`src/rtl/lif_neuron_array.sv`:
```
// lif_neuron_array: N_CH leaky integrate-and-fire neurons, tick-driven.
// Define LIF_ADAPT_EN to build per-channel adaptive thresholds.
module lif_neuron_array #(
  parameter int N_CH        = 4,
  parameter int W           = 16,
  parameter int VTH0        = 100,
  parameter int VRESET      = 0,
  parameter int LEAK_SHIFT  = 4,
  parameter int REFRAC_CYC  = 2,
  parameter int ADAPT_INC   = 20,
  parameter int ADAPT_SHIFT = 3,
  localparam int CHW = (N_CH > 1) ? $clog2(N_CH) : 1
) (
  input  logic                clk,
  input  logic                rst,
  input  logic                tick,
  input  logic                in_valid,
  output logic                in_ready,
  input  logic [CHW-1:0]      in_ch,
  input  logic signed [W-1:0] in_cur,
  output logic [N_CH-1:0]     spike,
  output logic                spike_valid,
  output logic                tick_overrun
);

  localparam int RW = (REFRAC_CYC < 1) ? 1 : $clog2(REFRAC_CYC + 1);

  localparam logic signed [W-1:0] L_VTH0 = W'(VTH0);
  localparam logic signed [W-1:0] L_VRST = W'(VRESET);
  localparam logic [RW-1:0]       L_REF  = RW'(REFRAC_CYC);

  typedef enum logic [1:0] {
    S_INTEG,
    S_LEAK,
    S_FIRE
  } state_t;

  state_t              r_state;
  state_t              w_next;
  logic signed [W-1:0] r_v   [N_CH];
  logic [RW-1:0]       r_ref [N_CH];
  logic signed [W-1:0] w_vth [N_CH];
  logic [N_CH-1:0]     w_fire;
  logic [N_CH-1:0]     r_spike;
  logic                r_spike_valid;
  logic                r_overrun;
  logic                w_hs;
  logic                w_ch_ok;

  // Clamp a W+1 bit result back into W bits instead of wrapping.
  function automatic logic signed [W-1:0] f_sat(
    input logic signed [W:0] x
  );
    if (x[W] == x[W-1])
      f_sat = x[W-1:0];
    else if (x[W])
      f_sat = {1'b1, {(W-1){1'b0}}};
    else
      f_sat = {1'b0, {(W-1){1'b1}}};
  endfunction

  function automatic logic signed [W-1:0] f_add(
    input logic signed [W-1:0] a,
    input logic signed [W-1:0] b
  );
    f_add = f_sat({a[W-1], a} + {b[W-1], b});
  endfunction

  function automatic logic signed [W-1:0] f_sub(
    input logic signed [W-1:0] a,
    input logic signed [W-1:0] b
  );
    f_sub = f_sat({a[W-1], a} - {b[W-1], b});
  endfunction

  assign in_ready     = (r_state == S_INTEG) && !rst;
  assign w_hs         = in_valid && in_ready;
  assign w_ch_ok      = 32'(in_ch) < 32'(N_CH);
  assign spike        = r_spike;
  assign spike_valid  = r_spike_valid;
  assign tick_overrun = r_overrun;

  // Threshold test: refractory channels never fire.
  always_comb begin
    w_fire = '0;
    for (int i = 0; i < N_CH; i++)
      w_fire[i] = (r_ref[i] == '0) && (r_v[i] >= w_vth[i]);
  end

  // State register.
  always_ff @(posedge clk) begin
    if (rst) r_state <= S_INTEG;
    else     r_state <= w_next;
  end

  // Next-state: one tick walks INTEG -> LEAK -> FIRE -> INTEG.
  always_comb begin
    w_next = r_state;
    case (r_state)
      S_INTEG: if (tick) w_next = S_LEAK;
      S_LEAK:  w_next = S_FIRE;
      S_FIRE:  w_next = S_INTEG;
      default: w_next = S_INTEG;
    endcase
  end

  // Membrane and refractory update, one phase per state.
  always_ff @(posedge clk) begin
    if (rst) begin
      for (int i = 0; i < N_CH; i++) begin
        r_v[i]   <= '0;
        r_ref[i] <= '0;
      end
    end else begin
      for (int i = 0; i < N_CH; i++) begin
        case (r_state)
          S_INTEG: begin
            if (w_hs && w_ch_ok && (32'(in_ch) == 32'(i))
                && (r_ref[i] == '0))
              r_v[i] <= f_add(r_v[i], in_cur);
          end
          S_LEAK: begin
            if (r_ref[i] == '0)
              r_v[i] <= f_sub(r_v[i], r_v[i] >>> LEAK_SHIFT);
          end
          S_FIRE: begin
            if (r_ref[i] != '0) begin
              r_ref[i] <= r_ref[i] - RW'(1);
              r_v[i]   <= L_VRST;
            end else if (w_fire[i]) begin
              r_ref[i] <= L_REF;
              r_v[i]   <= L_VRST;
            end
          end
          default: ;
        endcase
      end
    end
  end

  // Spike vector is registered at the end of the fire phase.
  always_ff @(posedge clk) begin
    if (rst) begin
      r_spike       <= '0;
      r_spike_valid <= 1'b0;
    end else begin
      r_spike_valid <= 1'b0;
      if (r_state == S_FIRE) begin
        r_spike       <= w_fire;
        r_spike_valid <= 1'b1;
      end
    end
  end

  // Sticky flag for ticks arriving mid-update.
  always_ff @(posedge clk) begin
    if (rst)
      r_overrun <= 1'b0;
    else if (tick && (r_state != S_INTEG))
      r_overrun <= 1'b1;
  end

`ifdef LIF_ADAPT_EN
  localparam logic signed [W-1:0] L_INC = W'(ADAPT_INC);

  logic signed [W-1:0] r_vth [N_CH];

  // Threshold rises on a spike and relaxes toward VTH0 otherwise.
  always_ff @(posedge clk) begin
    if (rst) begin
      for (int i = 0; i < N_CH; i++)
        r_vth[i] <= L_VTH0;
    end else if (r_state == S_FIRE) begin
      for (int i = 0; i < N_CH; i++) begin
        if (r_ref[i] == '0) begin
          if (w_fire[i])
            r_vth[i] <= f_add(r_vth[i], L_INC);
          else
            r_vth[i] <= f_sub(r_vth[i],
                          f_sub(r_vth[i], L_VTH0) >>> ADAPT_SHIFT);
        end
      end
    end
  end

  // Expose the adaptive thresholds to the fire test.
  always_comb begin
    for (int i = 0; i < N_CH; i++)
      w_vth[i] = r_vth[i];
  end
`else
  // Fixed threshold for every channel.
  always_comb begin
    for (int i = 0; i < N_CH; i++)
      w_vth[i] = L_VTH0;
  end
`endif

endmodule

```
`config.mk`:
```
export PLATFORM = sky130hd
export DESIGN_NAME = lif_neuron_array
export DESIGN_NICKNAME = d
export VERILOG_FILES = /design/src/rtl/lif_neuron_array.sv
export SDC_FILE = /design/constraint.sdc
export NUM_CORES = 1
export LEC_CHECK = 0
export ABC_CLOCK_PERIOD_IN_PS = 3200
export BUFFER_PORTS_ARGS = -buffer_cell sky130_fd_sc_hd__clkbuf_2
export CAP_MARGIN = 20
export CORE_MARGIN = 4
export CORE_UTILIZATION = 59
export CTS_CLUSTER_DIAMETER = 60
export DETAILED_ROUTE_END_ITERATION = 12
export PLACE_DENSITY = 0.91
export SYNTH_ARGS = -nofsm -noshare
export SYNTH_HDL_FRONTEND = slang
export SYNTH_SLANG_ARGS = --single-unit
```
`constraint.sdc`:
```
create_clock -name clk -period 3.2 [get_ports clk]
set_input_delay 0.64 -clock clk [delete_from_list [all_inputs] [get_ports clk]]
set_output_delay 0.64 -clock clk [all_outputs]
set_load 0.005 [all_outputs]
```
==> results.json <==
{
  "status": "finished, final reports clean",
  "io_pins": 29,
  "seq_power_share": 0.276,
  "hold_buffers": 0,
  "nNetsFinal": 1486,
  "synthFlopType": "edfxtp_1",
  "cts_buffer_depth": 2,
  "drc_errors": 0,
  "p_per_area_mw_per_mm2": 409,
  "pwr-share-clk": 0.207,
  "grt_pass1_vias": 9577,
  "crit_type": "primary input to flip-flop",
  "final-setup-viol-count": 0,
  "grt_max_degree": 17,
  "fillCellCount": 1157,
  "finalSetupTns_ps": 0,
  "clk_pin_slew_worst_paths_ps": 60,
  "endpoint_kind": "flip-flop",
  "ys_ff_latch": 80,
  "mostFrequentLayoutCells": "ha_1 (131), a21oi_1 (120), inv_1 (94)",
  "io_buffers": 28,
  "drt_iter0_markers": 1201,
  "multi_input_area_mm2": 0.00760,
  "clk_latency_ps": 350,
  "yosys_warnings": 0,
  "antenna_found_initial": 0,
  "p_sw_frac": 0.411,
  "post_drt_wl_per_cell_um": 19.6,
  "crit_path_start_kind": "primary input",
  "hold_class": "flip-flop to flip-flop",
  "core_mm2": 0.0167,
  "r2r_slack_ps": 100,
  "cp_common_cell": "buf_6",
  "peakVddDrop_uv": 287,
  "via_per_inst": 6.67,
  "final-hold-violation-count": 0,
  "htreeDepth": 3,
  "syn_inst": 1213,
  "combPwrFrac": 0.518,
  "yosysUniqueCellTypes": 86,
  "grt_use_total": 0.288,
  "hold_path_startpoint": "tick_overrun",
  "regArea_mm2": 0.00232,
  "worst_pin_slew_ps": 790,
  "crit_arrival_ps": 3320,
  "fp.dieW_um": 139,
  "rows": 47,
  "drive_gt1_frac": 0.175,
  "dpl.hpwl_mm": 22.2,
  "root_buffer": "clkbuf_16",
  "diodes": 0,
  "cp_slowest_cell": "fa_2",
  "dr.pass1.iters": 6,
  "cp_max_fo": 9,
  "num_vias": 10300,
  "min_period_ps": 3150,
  "min_period_over_period": 0.984,
  "grt-ovfl-total": 0,
  "final_common_cell": "ha_1",
  "ys_seq_area_frac": 0.229,
  "final_max_slew_viol_count": 0,
  "p_int_mw": 2.83,
  "cts_tree": "built",
  "gp_congestion": 0.942,
  "layout_setup_ws_ps": 51.7,
  "syn_nets": 1375,
  "start_util": 0.608,
  "fin_skew_ps": 11.9,
  "critPathLaunch": "in_cur[0]",
  "numCtsBuffers": 9,
  "die_y_um": 139,
  "maxSlewHeadroom": 0.471,
  "synth-edff-count": 72,
  "netlist_area_mm2": 0.0102,
  "maxCapViolations": 0,
  "syn_to_final_growth_pct": 15.8,
  "ant_nets": 0,
  "grt_first_pass_wirelength_mm": 46.2,
  "postSynth.asyncResetShare": 0,
  "r2r-start": "r_v[0][15]",
  "leakagePower_nw": 5.14,
  "critPathMaxStageDelay_ps": 360,
  "switchingPower_mw": 1.97,
  "syn_avg_cell_area_um2": 8.37,
  "wirelength_mm": 30.4,
  "cts_sinks": 80,
  "worstPathCellList": "clkbuf_4 > buf_6 > ha_2 > inv_1 > fa_2 > nor2b_4 > o31ai_2 > a31o_1 > a32oi_2 > a41oi_2 > buf_4 > o21ai_4 > buf_6 > nand2_1 > a221oi_2",
  "post-place-ws_ps": -682,
  "die_area_mm2": 0.0194,
  "required_ps": 3380,
  "fmax_mhz": 318
}
flip-flops by register name (all words and copies together), names as in the netlist:
signal and flops:
r_v 64, spike_valid 1, tick_overrun 1, r_ref 8, r_state 2, spike 4
cell families (layout without fill, tap and decap cells):
kind of cell	after synthesis	after routing	share of synthesized area
compound gates	438	438	0.296
fa+ha+maj	140	140	0.178
mux	1	1	0.000986
xor+xnor	92	92	0.0808
flops	80	80	0.229
simple gates	347	347	0.170
buf+inv	115	231	0.0454
stage by stage:
stage	total power, mW	instance area (µm²)	hold slack, ps	instances	utilization
floorplan	2.97	10200	442	1213	-
global placement	3.51	11200	436	1526	0.670
global route	5.04	11800	487	1549	0.704
detailed placement	3.59	11200	444	1526	0.670
CTS	4.62	11500	454	1544	0.689
finish	4.80	11800	448	1549	0.704
per-layer routing:
metal	track usage	share of wire	up-vias
li1	-	-	4781
met1	0.363	0.39	4839
met2	0.480	0.46	563
met5	0	0	-
met3	0.0269	0.086	154
met4	0.167	0.063	0
path summary, 6_finish.rpt:
path                            cells after the start           end
worst min register to register                      2  tick_overrun
worst max register to register                     11     r_v[0][3]
worst max-delay path                               15    r_v[0][13]
worst min-delay path                                2  tick_overrun
synth_stat cells (21+ instances only):
library cell / number / share of area
nor2_1: 91 / 0.034
inv_1: 95 / 0.035
ha_1: 132 / 0.16
a21oi_1: 123 / 0.061
a211oi_1: 31 / 0.023
edfxtp_1: 72 / 0.21
a21o_1: 37 / 0.027
nand3_1: 27 / 0.013
nand2_1: 90 / 0.033
xor2_1: 39 / 0.034
o21ai_0: 57 / 0.028
nand2b_1: 25 / 0.015
nor3_1: 26 / 0.013
o21a_1: 25 / 0.018
xnor2_1: 51 / 0.044
o211ai_1: 21 / 0.016
worst max-delay path: cells and delay by family:
kind,cells,cell delay [ps]
buf+inv,5,660
simple gates,2,230
compound gates,6,1230
fa+ha+maj,2,550
timing repair:
action                     in CTS  in global routing
pin swaps                       1                 18
buffers inserted                2                  4
setup endpoints to repair      24                104
gates resized for setup         5                 47
gates cloned                    0                  1
area by class of cell:
| cell class | instances | area share |
|---|---|---|
| multi-input cells | 1018 | 0.646 |
| flip-flops and latches | 80 | 0.198 |
| repair buffers | 120 | 0.0786 |
| inverters | 95 | 0.0307 |
| well taps | 220 | 0.0234 |
| clock buffers | 10 | 0.0203 |
| clock inverters | 6 | 0.00298 |
power by group through the flow:
stage | logic, mW | clock network [mW] | registers [mW]
after detailed placement | 2.25 | 0 | 1.34
after CTS | 2.33 | 0.974 | 1.32
after global routing | 2.70 | 1.02 | 1.33
after global placement | 2.17 | 0 | 1.33
after floorplan | 1.67 | 0 | 1.30
final | 2.49 | 0.992 | 1.32
Power figures use the tool's default switching activity.
